`config.mk`:
```
export PLATFORM = sky130hd
export DESIGN_NAME = v_mult_pipe
export DESIGN_NICKNAME = d
export VERILOG_FILES = /design/src/rtl/v_mul_pkg.sv /design/src/rtl/v_mul_lane_array.sv /design/src/rtl/v_mult_pipe.sv
export SDC_FILE = /design/constraint.sdc
export NUM_CORES = 2
export LEC_CHECK = 0
export BUFFER_PORTS_ARGS = -buffer_cell sky130_fd_sc_hd__buf_2
export CORE_ASPECT_RATIO = 0.5
export CORE_MARGIN = 2
export CORE_UTILIZATION = 55
export DETAILED_ROUTE_END_ITERATION = 8
export PLACE_DENSITY = 0.71
export REMOVE_ABC_BUFFERS = 1
export SLEW_MARGIN = 20
export SYNTH_ARGS = -nofsm -noshare
export SYNTH_HDL_FRONTEND = slang
export SYNTH_SLANG_ARGS = --single-unit
```
`constraint.sdc`:
```
create_clock -name clk -period 12.4 [get_ports clk]
set_input_delay 1.24 -clock clk [delete_from_list [all_inputs] [get_ports clk]]
set_output_delay 1.24 -clock clk [all_outputs]
set_load 0.02 [all_outputs]
```
`src/rtl/v_mul_pkg.sv`:
```
`default_nettype none
// ----------------------------------------------------------------------------
// v_mul_pkg : shared types for the pipelined SIMD multiplier
// Rev 1.0
// ----------------------------------------------------------------------------
package v_mul_pkg;

   localparam int XLEN_MAX = 64;
   localparam int TAG_MAX  = 16;

   typedef enum logic [1:0] {
      MUL    = 2'b00,
      MULH   = 2'b01,
      MULHU  = 2'b10,
      MULHSU = 2'b11
   } opcode_e;

   typedef enum logic [1:0] {
      SEW8  = 2'b00,
      SEW16 = 2'b01,
      SEW32 = 2'b10,
      SEW64 = 2'b11
   } sew_e;

   // Zero when the element is wider than the datapath.
   function automatic int lanes(input sew_e sew, input int xlen);
      return xlen / (8 << int'(sew));
   endfunction

   typedef struct packed {
      logic [XLEN_MAX-1:0] a;
      logic [XLEN_MAX-1:0] b;
      opcode_e             opcode;
      sew_e                sew;
      logic [TAG_MAX-1:0]  tag;
      logic                err;
   } payload_t;

endpackage
`default_nettype wire

```
`src/rtl/v_mul_lane_array.sv`:
```
`default_nettype none
// ----------------------------------------------------------------------------
// v_mul_lane_array : 8x8 block partial products and per-SEW lane summation
// Rev 1.0
// ----------------------------------------------------------------------------
module v_mul_lane_array
   import v_mul_pkg::*;
#(
   parameter int XLEN = 32
) (
   input  logic [XLEN-1:0]        pa_i,
   input  logic [XLEN-1:0]        pb_i,
   input  sew_e                   psew_i,
   output logic [XLEN*XLEN/4-1:0] pp_o,
   input  logic [XLEN*XLEN/4-1:0] pp_i,
   input  logic [XLEN-1:0]        a_i,
   input  logic [XLEN-1:0]        b_i,
   input  opcode_e                op_i,
   input  sew_e                   sew_i,
   output logic [XLEN-1:0]        res_o
);

   localparam int NB = XLEN / 8;

   // Byte pairs that straddle a lane boundary are forced to zero.
   always_comb begin
      pp_o = '0;
      for (int i = 0; i < NB; i++) begin
         for (int j = 0; j < NB; j++) begin
            if ((i >> int'(psew_i)) == (j >> int'(psew_i)))
               pp_o[(i*NB+j)*16 +: 16] = 16'(pa_i[i*8 +: 8]) * 16'(pb_i[j*8 +: 8]);
         end
      end
   end

   logic [XLEN-1:0] res_s [4];

   for (genvar s = 0; s < 4; s++) begin : g_sew
      localparam int SEW = 8 << s;
      localparam int BPL = SEW / 8;
      localparam int NL  = lanes(sew_e'(s), XLEN);

      if (NL > 0) begin : g_lanes
         logic [XLEN-1:0] r;

         always_comb begin
            logic [2*SEW-1:0] acc;
            logic [2*SEW-1:0] t;
            logic [SEW-1:0]   la;
            logic [SEW-1:0]   lb;
            logic [SEW-1:0]   hi;
            r = '0;
            for (int l = 0; l < NL; l++) begin
               la  = a_i[l*SEW +: SEW];
               lb  = b_i[l*SEW +: SEW];
               acc = '0;
               for (int i = 0; i < BPL; i++) begin
                  for (int j = 0; j < BPL; j++) begin
                     t       = '0;
                     t[15:0] = pp_i[((l*BPL+i)*NB + l*BPL+j)*16 +: 16];
                     acc     = acc + (t << (8*(i+j)));
                  end
               end
               // Unsigned product corrected to signed: subtract the other
               // operand from the high half for each negative signed input.
               hi = acc[2*SEW-1:SEW];
               if ((op_i == MULH || op_i == MULHSU) && la[SEW-1])
                  hi = hi - lb;
               if (op_i == MULH && lb[SEW-1])
                  hi = hi - la;
               r[l*SEW +: SEW] = (op_i == MUL) ? acc[SEW-1:0] : hi;
            end
         end

         assign res_s[s] = r;
      end else begin : g_none
         assign res_s[s] = '0;
      end
   end

   assign res_o = res_s[sew_i];

endmodule
`default_nettype wire

```
`src/rtl/v_mult_pipe.sv`:
```
`default_nettype none
// ----------------------------------------------------------------------------
// v_mult_pipe : elastic valid/ready pipelined SIMD integer multiplier
// Rev 1.0
// ----------------------------------------------------------------------------
module v_mult_pipe
   import v_mul_pkg::*;
#(
   parameter int XLEN        = 32,
   parameter int PIPE_STAGES = 2,
   parameter int TAG_W       = 4
) (
   input  logic             clk,
   input  logic             rst,
   input  logic             flush,
   input  logic             in_valid,
   output logic             in_ready,
   input  logic [XLEN-1:0]  operand_a,
   input  logic [XLEN-1:0]  operand_b,
   input  logic [1:0]       opcode,
   input  logic [1:0]       precision,
   input  logic [TAG_W-1:0] in_tag,
   output logic             out_valid,
   input  logic             out_ready,
   output logic [XLEN-1:0]  mul_out,
   output logic [TAG_W-1:0] out_tag,
   output logic             out_err
);

   localparam int PPW  = XLEN * XLEN / 4;
   localparam int LAST = PIPE_STAGES - 1;

   payload_t               in_pl;
   logic [PPW-1:0]         in_pp;
   payload_t               stg_q [PIPE_STAGES];
   payload_t               stg_d [PIPE_STAGES];
   logic [PPW-1:0]         pp_q  [PIPE_STAGES];
   logic [PPW-1:0]         pp_d  [PIPE_STAGES];
   logic [PIPE_STAGES-1:0] vld_q;
   logic [PIPE_STAGES-1:0] vld_d;
   logic [PIPE_STAGES-1:0] adv;
   logic                   accept;
   logic [XLEN-1:0]        res;
   logic                   unused_payload;

   always_comb begin
      in_pl                  = '0;
      in_pl.a[XLEN-1:0]      = operand_a;
      in_pl.b[XLEN-1:0]      = operand_b;
      in_pl.opcode           = opcode_e'(opcode);
      in_pl.sew              = sew_e'(precision);
      in_pl.tag[TAG_W-1:0]   = in_tag;
      in_pl.err              = (XLEN == 32) && (precision == 2'b11);
   end

   // A stage advances unless it and every stage after it are full while the
   // consumer stalls; written flat to avoid a ripple through adv itself.
   always_comb begin
      logic full;
      adv = '0;
      for (int k = 0; k < PIPE_STAGES; k++) begin
         full = 1'b1;
         for (int m = k; m < PIPE_STAGES; m++)
            full = full & vld_q[m];
         adv[k] = out_ready || !full;
      end
   end

   assign in_ready = rst && !flush && adv[0];
   assign accept   = in_valid && in_ready;

   always_comb begin
      vld_d = vld_q;
      stg_d = stg_q;
      pp_d  = pp_q;
      if (flush) begin
         vld_d = '0;
      end else begin
         if (adv[0])
            vld_d[0] = accept;
         if (accept) begin
            stg_d[0] = in_pl;
            pp_d[0]  = in_pp;
         end
         for (int k = 1; k < PIPE_STAGES; k++) begin
            if (adv[k]) begin
               vld_d[k] = vld_q[k-1];
               stg_d[k] = stg_q[k-1];
               pp_d[k]  = pp_q[k-1];
            end
         end
      end
   end

   always_ff @(posedge clk or negedge rst) begin
      if (!rst) begin
         vld_q <= '0;
         stg_q <= '{default: '0};
         pp_q  <= '{default: '0};
      end else begin
         vld_q <= vld_d;
         stg_q <= stg_d;
         pp_q  <= pp_d;
      end
   end

   v_mul_lane_array #(
      .XLEN (XLEN)
   ) u_lanes (
      .pa_i   (operand_a),
      .pb_i   (operand_b),
      .psew_i (sew_e'(precision)),
      .pp_o   (in_pp),
      .pp_i   (pp_q[LAST]),
      .a_i    (stg_q[LAST].a[XLEN-1:0]),
      .b_i    (stg_q[LAST].b[XLEN-1:0]),
      .op_i   (stg_q[LAST].opcode),
      .sew_i  (stg_q[LAST].sew),
      .res_o  (res)
   );

   assign out_valid = vld_q[LAST];
   assign mul_out   = (out_valid && !stg_q[LAST].err) ? res : '0;
   assign out_tag   = out_valid ? stg_q[LAST].tag[TAG_W-1:0] : '0;
   assign out_err   = out_valid && stg_q[LAST].err;

   assign unused_payload = ^stg_q[LAST];

endmodule
`default_nettype wire
```
# After elaboration in Yosys (flattened, before gate mapping)
# Cells that the tools add are included.
[totals]
out_inout_bits = 39
reg_bits = 660
input_bits = 77
word_cells = 156
[op_classes]
n_mul = 16
addsub = 35
bitwise = 3
n_eq_ne = 15
n_reduce_logical = 25
n_shift = 4
n_lt_le_gt_ge = 1
n_mux = 41
[op_table]
columns = ["operator", "count"]
rows = [
  ["$eq A32 B32 Y1", 12],
  ["$mux W16", 18],
  ["$add A64 B40 Y64", 4],
  ["$mul A8 B8 Y16", 16],
  ["$add A64 B32 Y64", 3],
  ["$add A64 B48 Y64", 3],
  ["$mux W32", 6],
  ["$add A64 B56 Y64", 2],
  ["$mux W8", 12],
  ["$add A16 B24 Y25", 3],
  ["$add A32 B24 Y32", 2],
  ["$add A32 B32 Y32", 2],
  ["$add A64 B24 Y64", 1],
  ["$add A64 B64 Y64", 1],
  ["$bmux W32 S2", 1],
  ["$shr A1 B2 Y32 const A", 2],
  ["$shr A2 B2 Y32 const A", 2],
  ["$sub A16 B16 Y16", 4],
  ["$sub A32 B32 Y32", 2],
  ["$sub A8 B8 Y8", 8],
  ["$logic_and A1 B1 Y1", 13],
  ["$eq A2 B2 Y1 const B", 2],
  ["$logic_not A1 Y1", 4],
  ["$mux W4", 1],
  ["11 further kinds", 16],
]

# Depth between registers and ports, before layout
[logic_depth]
depth_word = 24
mapped_depth = 55
ltp_nobuf = 52

# By module
# From an unflattened synthesis, not the netlist that was laid out.
[unflattened]
cells_unflattened = 8291
hier_area_um2 = 79666.4
[by_module_without_submodules]
columns = ["mod", "area_per_inst_um2", "n_inst", "seq_area_each_um2", "cells_per_inst"]
rows = [
  ["v_mul_lane_array", 53456.3, 1, 0.0, 6849],
  ["v_mult_pipe", 26210.1, 1, 16515.8, 1442],
]

# Least setup slack after synthesis
# OpenSTA, ideal clock, no wires.
[synth_timing]
path_kind = "register -> output"
startpoint = "reg pp_q[8] (netlist bit)"
endpoint = "out mul_out[31]"
t_required_ns = 11.160
arrival_ns = 10.086
n_path_buf = 3
path_slack_ns = 1.074
path_stages_with_launch = 52
path_cell_list = "dfrtp_1 ha_1 inv_1 fa_1 inv_1 a21oi_1 o21ai_1 a21oi_1 o21bai_1 a21o_1 a21o_1 and3_1 and3_1 clkbuf_1 nand3_1 fa_1 fa_1 fa_1 [16 not listed] o2bb2ai_1 nor2_1 a31oi_1 xnor2_1 mux2_2 ha_1 clkbuf_1 o21a_1 o21a_1 o21a_1 o211ai_1 a31o_2 a31o_2 o31ai_1 a21oi_1 mux2i_1 xnor2_1 a211oi_1"
[synth_between]
elab_chain_cells = 24
[synth_rtl]
columns = ["element", "line", "source"]
rows = [
  ["from (decl)", "v_mult_pipe.sv:37", "logic [PPW-1:0] pp_q [PIPE_STAGES];"],
  ["from (signal assigned)", "v_mult_pipe.sv:103", "pp_q <= pp_d;"],
  ["$add A16 B24 Y25 (*)", "v_mul_lane_array.sv:61", "acc = acc + (t << (8*(i+j)));"],
  ["$add A64 B32 Y64 (*)", "v_mul_lane_array.sv:61", ""],
  ["$add A64 B40 Y64 (*)", "v_mul_lane_array.sv:61", ""],
  ["$add A64 B24 Y64 (*)", "v_mul_lane_array.sv:61", ""],
  ["$add A64 B32 Y64 (*)", "v_mul_lane_array.sv:61", ""],
  ["$add A64 B40 Y64 (*)", "v_mul_lane_array.sv:61", ""],
  ["$add A64 B48 Y64 (*)", "v_mul_lane_array.sv:61", ""],
  ["$add A64 B32 Y64 (*)", "v_mul_lane_array.sv:61", ""],
  ["[7 not listed]", "n/a", ""],
  ["$sub A32 B32 Y32", "v_mul_lane_array.sv:68", "hi = hi - lb;"],
  ["$mux W32", "v_mul_lane_array.sv:67", "if ((op_i == MULH || op_i == MULHSU) && la[SEW-1])"],
  ["$sub A32 B32 Y32", "v_mul_lane_array.sv:70", "hi = hi - la;"],
  ["$mux W32", "v_mul_lane_array.sv:69", "if (op_i == MULH && lb[SEW-1])"],
  ["$mux W32 (*)", "v_mul_lane_array.sv:71", "r[l*SEW +: SEW] = (op_i == MUL) ? acc[SEW-1:0] : hi;"],
  ["$bmux W32 S2 (*)", "v_mul_lane_array.sv:81", "assign res_o = res_s[sew_i];"],
  ["$mux W32 (not written as such) (*) (2 in series)", "v_mul_lane_array.sv:81", ""],
  ["$mux W32 (*)", "v_mult_pipe.sv:123", "assign mul_out = (out_valid && !stg_q[LAST].err) ? res : '0;"],
  ["to (decl)", "v_mult_pipe.sv:25", "output logic [XLEN-1:0] mul_out,"],
]
# Every way passes the cells marked *; elsewhere a longest branch is shown, timed or not. The select of a mux whose other input is x is not followed.

# Final worst setup path
# Ends and elaborated chain as after synthesis.

==> impl_metrics.yaml <==
timing:
  period_share_pct: 100
  setup_violations: 3
  period_minus_slack_ns: 12.44
  finalClockSkew_ns: 0.0385
  rsz0062_at_grt: "true"
  finalHoldViolCount: 0
  slew_viol_final: 0
  fin_tns_setup_ns: -0.109
  slew_headroom_pct: 17.5
  fmax_mhz: 80.4
  setup_slack_ns: -0.0441
  worst_pin_slew_ns: 1.23
hold_path:
  worstHoldPathCells: 2
  hold_start: "stg_q[199]$_DFFE_PN0P_"
  worstHoldEndpoint: "stg_q[50]$_DFFE_PN0P_"
  hold_class: "reg2reg"
layout:
  fin_util_pct: 61.2
  layout-drive-gt1-share_pct: 11.7
  num-nets-final: 10700
  fin_area_sq_um: 86000
  syn2layout_area_growth_pct: 10.2
clock_tree:
  cts_tree: "built"
  root_buffer: "clkbuf_16"
  cts.clk_slew.worst_paths_ns: 0.06
  clk_latency_ns: 0.71
  cts_buffer_depth: 3
  cts_buffers: 71
  hold_buffers: 0
  htreeDepth: 3
  clock_sinks: 660
route:
  dr.first_iter.drc_count: 6040
  drt-pass1-iter-count: 6
  wire_per_inst_um: 23.7
  viasPerCell: 5.89
  wl_met3_um: 29000
  vias: 64000
  dr_wl_met2_um: 101000
  highest_layer: "met5"
  drt-total-wl_um: 257000
  detail-route-antenna-nets: 0
  m1WireLength_um: 121000
  route.detailed.drc: 0
setup_path:
  r2r_slack_ns: 8.07
  worstSetupEndpointType: "primary output"
  reg2reg_depth: 9
  slowest_delay_ns: 0.55
  startpoint_type: "flop"
  cp.arrival_ns: 11.20
  cp_max_fo: 5
  path_class: "reg2out"
  cpMaxStageDelayCell: "fa_2"
  worst_r2r_endpoint: "pp_q[478]$_DFFE_PN0P_"
  reg2reg_from: "vld_q[1]$_DFFE_PN0P_"
  critPathRequiredTime_ns: 11.16
yosys:
  synth.avg_cell_area_sq_um: 8.89
  yosysWarnings: 0
  ys_ff_latch: 660
  seq_area_frac_synth_pct: 21.2
  synth_cell_types: 90
  synth_edf_count: 0
  yosys_most_used_dff: "dfrtp_1"
  synth_cells: 8780
  async_reset_ff_share_pct: 100
  syn-cell-area_sq_um: 78000
floorplanning:
  rows: 97
  die_y_um: 270
  ioPinCount: 116
  fp.dieArea_sq_um: 145000
  initial_utilization_pct: 55.6
  die_w_um: 537
  core_sq_um: 140000
global_routing:
  first_global_vias: 63300
  grt_overflow_total: 0
  antenna_found_initial: 11
  grt_max_degree: 200
  track_usage_pct: 35.8
  grt_pass1_wl_um: 391000
placement:
  place_hpwl_um: 194000
  placed_area_sq_um: 82000
  place.gp.congestion: 1.00
  io_buffer_count: 115
status:
  outcome: "finished, violations left"
  violations: "negative setup slack"
job:
  maxCapViolations: 0
flip-flops by register name (all words and copies together) (netlist names):
register,cells
stg_q,146
vld_q,2
pp_q,512
Yosys cell counts, drive strengths merged, types with 32 or more instances:
cell / number / share of area [%]
a21oi: 354 / 2.3
a21o: 148 / 1.4
o21ai: 431 / 2.8
nor2: 246 / 1.2
o31ai: 84 / 0.81
nor3: 81 / 0.52
o21a: 43 / 0.41
dfrtp: 660 / 21
xor2: 154 / 1.7
nand2: 1314 / 6.3
xnor2: 268 / 3.0
o21bai: 96 / 0.92
nand3: 104 / 0.67
nand4: 32 / 0.26
inv: 1260 / 6.1
and2: 540 / 4.3
clkbuf: 400 / 1.9
fa: 753 / 19
ha: 958 / 15
a211oi: 38 / 0.37
nor2b: 65 / 0.52
nand2b: 48 / 0.38
a31oi: 35 / 0.28
mux2: 246 / 3.6
a22o: 67 / 0.75
final cells by class:
class / count / area, sq um
multi-input cells: 6437 / 56300
fillers: 12100 / 54400
flip-flops and latches: 660 / 16500
inverters: 1260 / 4730
repair buffers: 491 / 3530
well taps: 1881 / 2350
clock buffers: 88 / 1920
clock inverters: 40 / 621
diodes: 2 / 5.00
critical path: cells and delay by family, from the launching register on:
family	cells	cell delay, ns
AOI/OAI and AO/OA	23	3.83
and+or+nand+nor	10	1.43
muxes	1	0.20
xor gates and xnor gates	3	0.50
DFF	1	0.35
adders and majority gates	9	3.12
buffers and inverters	9	1.07
worst max path at each step:
| stage | from | to | slack (ns) | cells past startpoint |
|---|---|---|---|---|
| floorplan | out_ready | pp_q[0]$_DFFE_PN0P_ | -5.45 | 3 |
| global placement | pp_q[9]$_DFFE_PN0P_ | mul_out[28] | -0.17 | 56 |
| detailed placement | pp_q[9]$_DFFE_PN0P_ | mul_out[31] | -0.34 | 53 |
| CTS | pp_q[16]$_DFFE_PN0P_ | mul_out[30] | -0.19 | 54 |
| global route | pp_q[8]$_DFFE_PN0P_ | mul_out[28] | -0.53 | 53 |
| finish | pp_q[8]$_DFFE_PN0P_ | mul_out[31] | -0.04 | 55 |
cells by family after synthesis:
family | share of synthesized area [%]
AND/OR/NAND/NOR | 15.0
AO/OA/AOI/OAI | 12.5
buffers and inverters | 8.12
multiplexers | 3.79
XOR/XNOR | 4.80
flip-flops | 21.2
adder cells (fa/ha/maj) | 34.7
layer usage:
metal	vias up	global-route usage, %
met1	32200	54.4
li1	28900	-
met4	6	7.30
met5	-	0.625
met3	344	11.1
met2	2603	49.4
per-stage QoR:
step / hold slack (ns) / instances / setup WS (ns)
global placement: 0.445 / 10700 / -0.171
floorplan: 0.433 / 8357 / -5.45
finish: 0.457 / 10900 / -0.0441
CTS: 0.465 / 10800 / -0.192
global route: 0.491 / 10900 / -0.534
detailed placement: 0.454 / 10700 / -0.341
timing repair:
| item | in CTS | in global routing |
|---|---|---|
| buffers inserted | 24 | 21 |
| pin swaps | 51 | 101 |
| gates resized for setup | 91 | 144 |
| endpoints found under the hold margin | 0 | 0 |
| setup endpoints to repair | 19 | 21 |
cells in the final DEF (no fill, tap or decap), types with 105 or more instances in the layout:
master / netlist / layout
a21o_1: 148 / 148
a21oi_1: 353 / 318
and2_1: 538 / 536
buf_2: 6 / 105
buf_4: 0 / 366
dfrtp_1: 660 / 659
fa_1: 753 / 749
ha_1: 958 / 936
inv_1: 1260 / 1255
mux2_2: 245 / 244
nand2_1: 1314 / 1305
nor2_1: 246 / 232
o21ai_0: 390 / 374
xnor2_1: 268 / 259
xor2_1: 154 / 149
Power is not shown: default switching activity piles up to over one toggle a cycle in this logic, so the estimate is an artifact.
